**config.mk**
```make
export PLATFORM = sky130hd
export DESIGN_NAME = mem_port_arbiter
export DESIGN_NICKNAME = d
export VERILOG_FILES = /design/src/rtl/mem_port_arbiter_pkg.sv /design/src/rtl/mem_port_arbiter_arb_pick.sv /design/src/rtl/mem_port_arbiter.sv
export SDC_FILE = /design/constraint.sdc
export NUM_CORES = 1
export LEC_CHECK = 0
export ABC_AREA = 1
export CORE_ASPECT_RATIO = 0.5
export CORE_MARGIN = 3
export CORE_UTILIZATION = 45
export DETAILED_ROUTE_END_ITERATION = 7
export GPL_TIMING_DRIVEN = 0
export PLACE_DENSITY = 0.88
export SYNTH_ARGS = -nofsm -noshare
export SYNTH_HDL_FRONTEND = slang
export SYNTH_SLANG_ARGS = --single-unit
```
**constraint.sdc**
```tcl
create_clock -name clk -period 3.2 [get_ports clk]
set_clock_uncertainty 0.05 [all_clocks]
set_input_delay 0.64 -clock clk [delete_from_list [all_inputs] [get_ports clk]]
set_output_delay 0.64 -clock clk [all_outputs]
set_load 0.005 [all_outputs]
```
**src/rtl/mem_port_arbiter_pkg.sv**
```systemverilog
// rv32i_types: shared RV32I types, including the unified memory-port arbiter state and request.
// The arbiter's round-robin option is controlled by the ARB_FAIR_EN macro.
package rv32i_types;
  typedef enum logic [1:0] {ARB_IDLE, ARB_IMEM, ARB_DMEM} arb_state_t;
  typedef struct packed {
    logic [31:0] addr;
    logic [3:0]  rmask;
    logic [3:0]  wmask;
    logic [31:0] wdata;
  } mem_req_t;
endpackage

```
**src/rtl/mem_port_arbiter_arb_pick.sv**
```systemverilog
// arb_pick: combinational winner selection between fetch and data requesters.
// ARB_FAIR_EN selects round-robin; otherwise dmem has fixed priority.
module arb_pick (
  input  logic i_pend,
  input  logic d_pend,
  input  logic last_grant,
  output logic grant_i,
  output logic grant_d
);
`ifdef ARB_FAIR_EN
  assign grant_d = d_pend & (~i_pend | ~last_grant);
`else
  logic unused;
  assign unused = last_grant;
  assign grant_d = d_pend;
`endif
  assign grant_i = i_pend & ~grant_d;
endmodule

```
**src/rtl/mem_port_arbiter.sv**
```systemverilog
// mem_port_arbiter: shares one memory port between imem and dmem, one request at a time.
// Define ARB_FAIR_EN for round-robin priority instead of fixed dmem priority.
module mem_port_arbiter
  import rv32i_types::*;
(
  input  logic        clk,
  input  logic        rst,
  input  logic [31:0] imem_addr,
  input  logic [3:0]  imem_rmask,
  output logic [31:0] imem_rdata,
  output logic        imem_resp,
  input  logic [31:0] dmem_addr,
  input  logic [3:0]  dmem_rmask,
  input  logic [3:0]  dmem_wmask,
  input  logic [31:0] dmem_wdata,
  output logic [31:0] dmem_rdata,
  output logic        dmem_resp,
  output logic [31:0] mem_addr,
  output logic [3:0]  mem_rmask,
  output logic [3:0]  mem_wmask,
  output logic [31:0] mem_wdata,
  input  logic [31:0] mem_rdata,
  input  logic        mem_resp,
  output logic [31:0] perf_conflicts
);
  arb_state_t state;
  mem_req_t   req, i_req, d_req;
  logic       i_pend, d_pend, pick_i, pick_d, grant_i, grant_d, conflict, last_grant;
  assign i_pend     = |imem_rmask;
  assign d_pend     = |(dmem_rmask | dmem_wmask);
  assign imem_resp  = state == ARB_IMEM && mem_resp;
  assign dmem_resp  = state == ARB_DMEM && mem_resp;
  assign imem_rdata = mem_rdata;
  assign dmem_rdata = mem_rdata;
  // In a resp cycle only the other requester may be picked; the served one's request is stale.
  assign pick_i = i_pend && (state == ARB_IDLE || dmem_resp);
  assign pick_d = d_pend && (state == ARB_IDLE || imem_resp);
  arb_pick u_pick (
    .i_pend(pick_i),
    .d_pend(pick_d),
    .last_grant(last_grant),
    .grant_i(grant_i),
    .grant_d(grant_d)
  );
  assign i_req = '{addr: imem_addr, rmask: imem_rmask, wmask: 4'h0, wdata: 32'h0};
  assign d_req = '{addr: dmem_addr, rmask: dmem_rmask, wmask: dmem_wmask, wdata: dmem_wdata};
  assign {mem_addr, mem_rmask, mem_wmask, mem_wdata} = state == ARB_IDLE ? '0 : req;
  assign conflict = (i_pend && !grant_i && state != ARB_IMEM) ||
                    (d_pend && !grant_d && state != ARB_DMEM);
  always_ff @(posedge clk) begin
    if (rst) begin
      state          <= ARB_IDLE;
      req            <= '0;
      perf_conflicts <= '0;
    end else begin
      if (grant_d) begin
        state <= ARB_DMEM;
        req   <= d_req;
      end else if (grant_i) begin
        state <= ARB_IMEM;
        req   <= i_req;
      end else if (mem_resp && state != ARB_IDLE) begin
        state <= ARB_IDLE;
      end
      if (conflict && perf_conflicts != '1) perf_conflicts <= perf_conflicts + 32'd1;
    end
  end
`ifdef ARB_FAIR_EN
  always_ff @(posedge clk) begin
    if (rst) last_grant <= 1'b0;
    else if (grant_i || grant_d) last_grant <= grant_d;
  end
`else
  assign last_grant = 1'b0;
`endif
endmodule

```
# --- After elaboration in Yosys (flattened, before gate mapping) ---
# Index checks and enable logic that the tools add are counted.
op_classes:
  n_addsub: 1
  div: 0
  mux: 6
  eq_ne: 5
  mul: 0
  order_cmp: 0
  n_reduce_logical: 23
  bitwise: 3
  shift: 0
op_table:
  columns: ["op", "count"]
  rows:
  - ["72-bit two-way mux", 3]
  - ["32-bit by 1-bit adder with 32-bit output, second input constant", 1]
  - ["32-bit inequality test, second input constant", 1]
  - ["1-bit logical AND", 10]
  - ["4-bit OR reduction", 2]
  - ["2-bit two-way mux", 3]
  - ["2-bit nonzero test", 3]
  - ["4-bit bitwise OR", 1]
  - ["1-bit logical OR", 3]
  - ["3-bit nonzero test", 1]
  - ["2-bit by 1-bit equality test with 1-bit output, second input constant", 1]
  - ["2-bit equality test, second input constant", 1]
  - ["1-bit zero test", 2]
  - ["2-bit zero test", 1]
  - ["2-bit by 1-bit inequality test with 1-bit output, second input constant", 1]
  - ["2-bit inequality test, second input constant", 1]
  - ["2-bit OR reduction", 1]
  - ["1-bit bitwise AND", 1]
  - ["1-bit inverter", 1]
totals:
  register_bits: 106
  word_cells: 45
  rom_bits: 0
  mem_bits_rw: 0
  in_bits: 143
  memories: 0
  output_inout_bits: 170
  latchBits: 0

# --- Longest topological paths before layout ---
# Gate-level depths: netlist (run 1).
depth:
  depth_word: 11
  depth_mapped: 12
  ltp_nobuf: 11

# --- Hierarchy ---
# Synthesis (run 1) repeated with hierarchy kept, for this count alone.
hier_totals:
  cells_unflattened: 1003
  hier_area_um2: 6124.6
modules_own_cells:
  columns: ["mod", "seq_area_each_um2", "cells_each", "n_inst", "area_per_inst_um2"]
  rows:
  - ["mem_port_arbiter", 2122.0, 1000, 1, 6107.1]
  - ["arb_pick", 0.0, 3, 1, 17.5]

# --- Worst setup path after synthesis (run 1) ---
# OpenSTA, ideal clock, no wires.
synth_timing:
  path_kind: "in2reg"
  from: "input port mem_resp"
  to: "register req[23] in the netlist's numbering"
  setup_time_ps: 128
  t_required_ps: 3022
  arrival_ps: 1648
  n_path_buf: 2
  path_stages: 11
  path_slack_ps: 1375
  path_cell_list: "inv_2 -> nand2_1 -> nand2_1 -> nor2_4 -> inv_2 -> nand2_2 -> buf_4 -> buf_2 -> o22ai_1 -> inv_1 -> nor2_1"
synth_between:
  elab_chain_cells: 6
  elab_cells_between_ends: 10
  cone_classes: "mux (1); bitwise (2); reduce/logical (7)"
synth_lines:
  columns: ["item", "line", "rtl"]
  rows:
  - ["from (decl)", "mem_port_arbiter.sv:23", "input logic mem_resp,"]
  - ["1-bit logical AND", "mem_port_arbiter.sv:31", "assign imem_resp = state == ARB_IMEM && mem_resp;"]
  - ["1-bit logical OR", "mem_port_arbiter.sv:37", "assign pick_d = d_pend && (state == ARB_IDLE || imem_resp);"]
  - ["1-bit logical AND", "mem_port_arbiter.sv:37", null]
  - ["1-bit inverter", "mem_port_arbiter_arb_pick.sv:17", "assign grant_i = i_pend & ~grant_d;"]
  - ["1-bit bitwise AND", "mem_port_arbiter_arb_pick.sv:17", null]
  - ["2-bit nonzero test (no line)", null, null]
  - ["to (signal assigned)", "mem_port_arbiter.sv:58", "req <= d_req;"]
  - ["to (signal assigned)", "mem_port_arbiter.sv:61", "req <= i_req;"]
  - ["to (decl)", "mem_port_arbiter.sv:27", "mem_req_t req, i_req, d_req;"]
# Parallel ways exist; a longest one is shown, timed or not.
# A chain may end at the register's enable or synchronous reset.

# --- Worst setup path after layout (run 1) ---
layout_timing:
  from: "register state[1]"
  to: "output port mem_addr[6]"
layout_between:
  elab_chain_cells: 2
layout_lines:
  columns: ["item", "line", "rtl"]
  rows:
  - ["from (decl)", "mem_port_arbiter.sv:26", "arb_state_t state;"]
  - ["from (signal assigned)", "mem_port_arbiter.sv:52", "state <= ARB_IDLE;"]
  - ["from (signal assigned)", "mem_port_arbiter.sv:57", "state <= ARB_DMEM;"]
  - ["from (signal assigned)", "mem_port_arbiter.sv:60", "state <= ARB_IMEM;"]
  - ["2-bit zero test", "mem_port_arbiter.sv:47", "assign {mem_addr, mem_rmask, mem_wmask, mem_wdata} = state == ARB_IDLE ? '0 : req;"]
  - ["72-bit two-way mux", "mem_port_arbiter.sv:47", null]
  - ["to (decl)", "mem_port_arbiter.sv:18", "output logic [31:0] mem_addr,"]
# No other way between the ends.

==> reports/results.ini, run 1 <==
[status]
outcome = finished, final reports clean

[timing]
rsz0062_at_grt = no
fmax_ghz = 0.3388
slew_viol_final = 0
max_slew_margin = 0.6003
fin_crit_sh = 0.9223
finalHoldViolations = 0
tightest_slew_ns = 0.5996
period_minus_slack_ns = 2.951
setup_violations = 0
whs_ns = 0.4457
fin_tns_setup_ns = 0
setup_ws_ns = 0.2486

[setup_path]
cpPeakStageDelay_ns = 0.51
cp_top_family = buffers and inverters
cp-end-kind = output pin
critical_path_buf_inv_count = 2
cp-start-kind = flop
path_cells = nor2_2, clkbuf_1, nor2_1, clkdlybuf4s50_1
worstPathRequired_ns = 2.51
cp_slowest_cell = clkbuf_1
arrival_ns = 2.26
setup.worst_path.class = reg2out
worstPathMaxFanout = 10

[logic_synthesis]
synthDistinctLibCells = 29
synth_xor_area_frac = 0.02028
synthCells = 1052
synth_top_area_share = 0.3276
synth-edff-count = 0
synth-seq-cells = 106
synthMuxAreaShare = 0
synthAdderAreaFrac = 0.001932
ys.flop_type = dfxtp_1
synthTopCellsByCount = inv_1 (231), nor2_1 (212), nand2_1 (137), dfxtp_1 (106), nand3_1 (86)
yosys.area_share.simple = 0.2892
syn-num-nets = 1196
yosys.area.top_type = dfxtp_1
synthArstFlopShare = 0
yosysSeqAreaShare = 0.3276
synth_top_family_by_area = simple AND/OR/NAND/NOR gates
syn_area_per_cell_um2 = 6.157
synth_compound_area_frac = 0.1122
synth-warning-count = 0
synth_area_um2 = 6477
yosysMostFrequentCell = inv_1
ys_top_cells_by_area = dfxtp_1 (33%), inv_1 (13%), nor2_1 (12%)

[power]
seq_power_share = 0.394
p_comb_frac = 0.306
swShare = 0.3136
p_clk_frac = 0.299
internal_power_uw = 2524
power_density_nw_per_um2 = 375.2
ir_drop_uv = 277.1
p_switching_uw = 1154
total_leakage_power_uw = 0.004195

[route]
wl_mm = 21.92
wire_per_inst_um = 14.24
dr.pass1.iters = 5
drc_errors = 0
vias = 7432
ant_nets = 0
drt_iter0_drc = 543
via_per_inst = 4.829

[grt]
met1_usage = 0.3037
grt-ovfl-total = 0
grt_pass1_wl_mm = 35.18
grt_usage = 0.2667
top_usage_layer = met2
antenna_found_initial = 0
grt_pass1_vias = 7207
grt_max_degree = 21
gr-usage-met2 = 0.4728
grt_util_met3 = 0.06213

[cts]
cts_max_level = 3
cts_resized = 0
clkTransAtPathRegs_ns = 0.08
root_buffer = clkbuf_16
clock_latency_ns = 0.35
cts_setup_buffers = 0
clockBufferDepth = 2
cts.sink_count = 106
ctsHoldBuffers = 0
cts_tree = done
numCtsBuffers = 9

[placed_design]
io_buffers = 279
post-dp-hpwl_mm = 17.25
gp_congestion = 0.9374
dp_slack_ns = 0.4794

[layout]
syn_to_final_growth_pct = 51.34
nets = 1486
regArea_um2 = 2122
fillers = 1142
drive_gt1_frac = 0.08760
antennaDiodeCount = 0
multi_input_area_um2 = 2746

[hold_path]
hold_path.class = reg2reg

[floorplan]
core_um2 = 13810
die-width_um = 175.7
dieArea_um2 = 15960
io_pins = 313
die_y_um = 90.84
initial_core_util = 0.4689
rows = 30

[run]
cap_violations = 0

-- state kept, by name (all words and copies together) (netlist names) --
signal	count
perf_conflicts	32
req	72
state	2
-- cells in the final DEF (no fill, tap or decap), types with 3 or more instances in the layout --
cell,Yosys,final
clkbuf_16,0,9
inv_8,0,3
inv_2,5,5
o21ai_0,14,14
buf_4,66,66
clkbuf_1,29,29
buf_2,13,13
a21oi_1,54,54
xnor2_1,5,5
nand3_1,86,86
nand2_4,3,3
inv_1,231,231
clkdlybuf4s50_1,0,279
o22ai_1,55,55
nand2_2,5,5
dfxtp_1,106,106
nor2_1,212,211
nand2_1,137,137
nor2_2,2,3
xor2_1,10,10
-- worst min-delay path, stage by stage (launching register included) --
cell and delay (ns):
dfxtp_1 0.31, nand3_1 0.08, a21oi_1 0.06
-- power groups by stage --
stage / Clock [uW] / Sequential, uW / Combinational [uW]
floorplan: 0 / 1470 / 590
finish: 1100 / 1450 / 1130
global placement: 0 / 1480 / 1090
global route: 1170 / 1460 / 1230
CTS: 1110 / 1450 / 1120
detailed placement: 0 / 1480 / 1120
-- worst paths after layout --
kind / from / to / slack (ns) / cells past startpoint
max: state[1] / mem_addr[6] / 0.25 / 4
min: req[33] / req[33] / 0.45 / 2
max reg2reg: perf_conflicts[0] / perf_conflicts[29] / 0.75 / 9
min reg2reg: req[33] / req[33] / 0.45 / 2
-- through the flow --
step                        util  total power (uW)  cell area [um^2]  std cells
after global routing      0.7097              3862              9803       1539
after CTS                 0.7095              3682              9801       1539
after detailed placement  0.6885              2594              9510       1523
after global placement    0.6885              2561              9510       1523
after floorplan                -              2061              6477       1052
final                     0.7097              3678              9803       1539
-- metal layers --
layer / share of wire / vias up
met1: 0.39 / 3343
met4: 0.047 / 0
li1: - / 3707
met3: 0.077 / 72
met2: 0.48 / 310
met5: 0 / -
-- cell families after synthesis --
kind of cell,Yosys count
buf+inv,349
simple gates,452
fa+ha+maj,1
xor+xnor,15
flops,106
compound gates,129
-- final cells by class --
class                      instances  area share
timing repair buffer             279      0.2849
tap                              192     0.02451
inverter                         237     0.09075
sequential                       106      0.2165
clock inverter                     7    0.006637
buffer                           112     0.07364
multi-input combinational        597      0.2802
clock buffer                       9     0.02297
No activity file was read; power rests on OpenSTA's default activity.
==> inputs of run 2 (changes only) <==
--- a/config.mk
+++ b/config.mk
@@ -5,10 +5,9 @@
 export SDC_FILE = /design/constraint.sdc
 export NUM_CORES = 1
 export LEC_CHECK = 0
-export ABC_AREA = 1
 export CORE_ASPECT_RATIO = 0.5
 export CORE_MARGIN = 3
-export CORE_UTILIZATION = 45
+export CORE_UTILIZATION = 43
 export DETAILED_ROUTE_END_ITERATION = 7
 export GPL_TIMING_DRIVEN = 0
 export PLACE_DENSITY = 0.88
==> reports/results.ini, run 2 <==
[setup_path]
cp-start-kind = input pin
arrival_ns = 3.30
cp-end-kind = flop
critPathCapture = perf_conflicts[7]
worstPathRequired_ns = 3.43
path_cells = clkdlybuf4s50_1, nor4_1, nand3_1, o211ai_1, clkbuf_1, buf_2, o21ai_0, a21oi_1
worstSetupStartpoint = imem_rmask[3]
reg2reg_to = perf_conflicts[23]
cp_top_family = buffers and inverters
r2r_slack_ns = 0.56
cp_slowest_cell = nor4_1
cpPeakStageDelay_ns = 0.77
worst-path-stages = 8
ff2ff_path_depth = 9
r2r-start = perf_conflicts[1]
worstPathMaxFanout = 10
setup.worst_path.class = in2reg
critical_path_buf_inv_count = 3

[timing]
period_minus_slack_ns = 3.069
setup_violations = 0
finalHoldViolations = 0
tightest_slew_ns = 0.8586
slew_viol_final = 0
max_slew_margin = 0.4223
rsz0062_at_grt = no
fin_crit_sh = 0.9591
fmax_ghz = 0.3258
fin_tns_setup_ns = 0

[power]
ir_drop_uv = 258.9
swShare = 0.2860
internal_power_uw = 2595
power_density_nw_per_um2 = 401.6
p_clk_frac = 0.319
seq_power_share = 0.405
p_total_uw = 3634
p_switching_uw = 1039
p_comb_frac = 0.276
total_leakage_power_uw = 0.003349

[logic_synthesis]
ys_top_cells_by_area = dfxtp_1 (37%), nor2b_1 (9.1%), buf_4 (8.6%)
synth_top_area_share = 0.3703
synth-edff-count = 0
syn_area_per_cell_um2 = 7.713
yosysSeqAreaShare = 0.3703
synthArstFlopShare = 0
synth_area_um2 = 5730
synthDistinctLibCells = 41
ys.flop_type = dfxtp_1
syn-num-nets = 887
yosys.area.top_type = dfxtp_1
synth-warning-count = 0
synthTopCellsByCount = nand2_1 (113), dfxtp_1 (106), nor2b_1 (83), buf_4 (66)
synth-seq-cells = 106
synthCells = 743
yosysMostFrequentCell = nand2_1

[floorplan]
initial_core_util = 0.4461
die_y_um = 87.63
die-width_um = 169.3
dieArea_um2 = 14830
core_um2 = 12840
io_pins = 313
rows = 29

[run]
cap_violations = 0

[layout]
largest_reg_flops = 72
nets = 1177
most-common-layout-cells = clkdlybuf4s50_1 (280), nand2_1 (113), dfxtp_1 (106)
drive_gt1_frac = 0.1031
final_common_cell = clkdlybuf4s50_1
fillers = 1000
stdcell_area_um2 = 9050
syn_to_final_growth_pct = 57.93
largest-register = req
antennaDiodeCount = 0
reg_top3 = req: 72 flops, perf_conflicts: 32 flops, state: 2 flops

[placed_design]
gp_congestion = 0.9034
io_buffers = 280
post-dp-hpwl_mm = 15.56
postPlaceCellArea_um2 = 8746

[cts]
cts_setup_buffers = 0
cts_max_level = 3
clockBufferDepth = 2
clkTransAtPathRegs_ns = 0.08
root_buffer = clkbuf_16
numCtsBuffers = 9
cts.sink_count = 106
cts_tree = done
ctsHoldBuffers = 0
clock_latency_ns = 0.36

[route]
drc_errors = 0
via_per_inst = 5.487
dr.pass1.iters = 5
drt_iter0_drc = 456
vias = 6628
ant_nets = 0
wire_per_inst_um = 16.88
wl_mm = 20.39

[grt]
grt-ovfl-total = 0
grt_max_degree = 17
grt_pass1_wl_mm = 31.35
grt_usage = 0.2592
grt_pass1_vias = 6466
antenna_found_initial = 0

[status]
outcome = finished, final reports clean

[hold_path]
hold_path.class = reg2reg

run 2: changes by cell type in the layout (fill, tap and decap cells not counted), sizes merged, moves of 9 or more:
cell | previous run | this run
clkbuf | 38 | 56
nor2 | 216 | 59
o31ai | 0 | 16
nand2 | 145 | 113
nor2b | 0 | 83
or4 | 0 | 21
nand3 | 87 | 55
mux2 | 0 | 9
inv | 241 | 4
o22ai | 55 | 0
a311oi | 0 | 35
xor2 | 10 | 0
run 2: power groups by stage:
| stage | Clock, uW | Combinational (uW) | Sequential, uW |
|---|---|---|---|
| 2_1_floorplan | 0 | 480 | 1480 |
| 3_3_place_gp | 0 | 976 | 1490 |
| 3_5_place_dp | 0 | 996 | 1500 |
| 4_1_cts | 1160 | 1000 | 1470 |
| 5_1_grt | 1210 | 1080 | 1480 |
| 6_report | 1160 | 1000 | 1470 |
run 2: timing repair:
| action | CTS | global route |
|---|---|---|
| endpoints found under the hold margin | 0 | 0 |
| endpoints found under the setup margin | 0 | 37 |
| resized for setup | 0 | 1 |
run 2: worst min-delay path by stage:
| stage | startpoint | end | slack [ns] | cells past startpoint |
|---|---|---|---|---|
| after floorplan | req[0] | req[0] | 0.39 | 2 |
| after global placement | req[5] | req[5] | 0.40 | 2 |
| after detailed placement | req[35] | req[35] | 0.40 | 2 |
| after CTS | req[35] | req[35] | 0.41 | 2 |
| after global routing | req[35] | req[35] | 0.43 | 2 |
| final | req[35] | req[35] | 0.41 | 2 |
run 2: metal layers:
layer / track usage / vias up / routed length (um)
met4: 0.1076 / 0 / 667
met5: 0 / - / 0
li1: - / 3113 / -
met2: 0.4751 / 371 / 10220
met1: 0.2921 / 3085 / 7710
met3: 0.06718 / 59 / 1787
run 2: layout make-up:
| cell class | count | area, um^2 | share of cell area |
|---|---|---|---|
| Multi-Input combinational cell | 514 | 2890 | 0.3194 |
| Timing Repair Buffer | 280 | 2803 | 0.3097 |
| Sequential cell | 106 | 2122 | 0.2345 |
| Buffer | 119 | 705.7 | 0.07798 |
| Clock buffer | 12 | 256.5 | 0.02834 |
| Tap cell | 170 | 212.7 | 0.02350 |
| Clock inverter | 4 | 48.80 | 0.005392 |
| Inverter | 3 | 11.26 | 0.001244 |
run 2: worst min-delay path, cell delays in order (launching register included):
cell,delay [ns]
dfxtp_1,0.31
nand3_1,0.06
a21oi_1,0.06
run 2: cell families after synthesis:
| group | synth area share |
|---|---|
| compound gates | 0.1509 |
| fa+ha+maj | 0.002183 |
| buf+inv | 0.1258 |
| flops | 0.3703 |
| mux | 0.01769 |
| simple gates | 0.3332 |
run 2: through the flow:
stage,hold WS (ns),util,setup WS [ns],cells
6_report,0.4130,0.7046,0.1307,1208
5_1_grt,0.4323,0.7046,0.02790,1208
4_1_cts,0.4135,0.7047,0.08333,1209
3_5_place_dp,0.4038,0.6809,-0.1357,1193
3_3_place_gp,0.3990,0.6809,-0.1071,1193
2_1_floorplan,0.3934,-,0.9168,743
==> inputs of run 3 (changes only) <==
--- a/config.mk
+++ b/config.mk
@@ -5,6 +5,7 @@
 export SDC_FILE = /design/constraint.sdc
 export NUM_CORES = 1
 export LEC_CHECK = 0
+export ABC_CLOCK_PERIOD_IN_PS = 3200
 export CORE_ASPECT_RATIO = 0.5
 export CORE_MARGIN = 3
 export CORE_UTILIZATION = 43
==> results of run 3 <==
Final layout, timing and power as in run 2 (identical DEF).
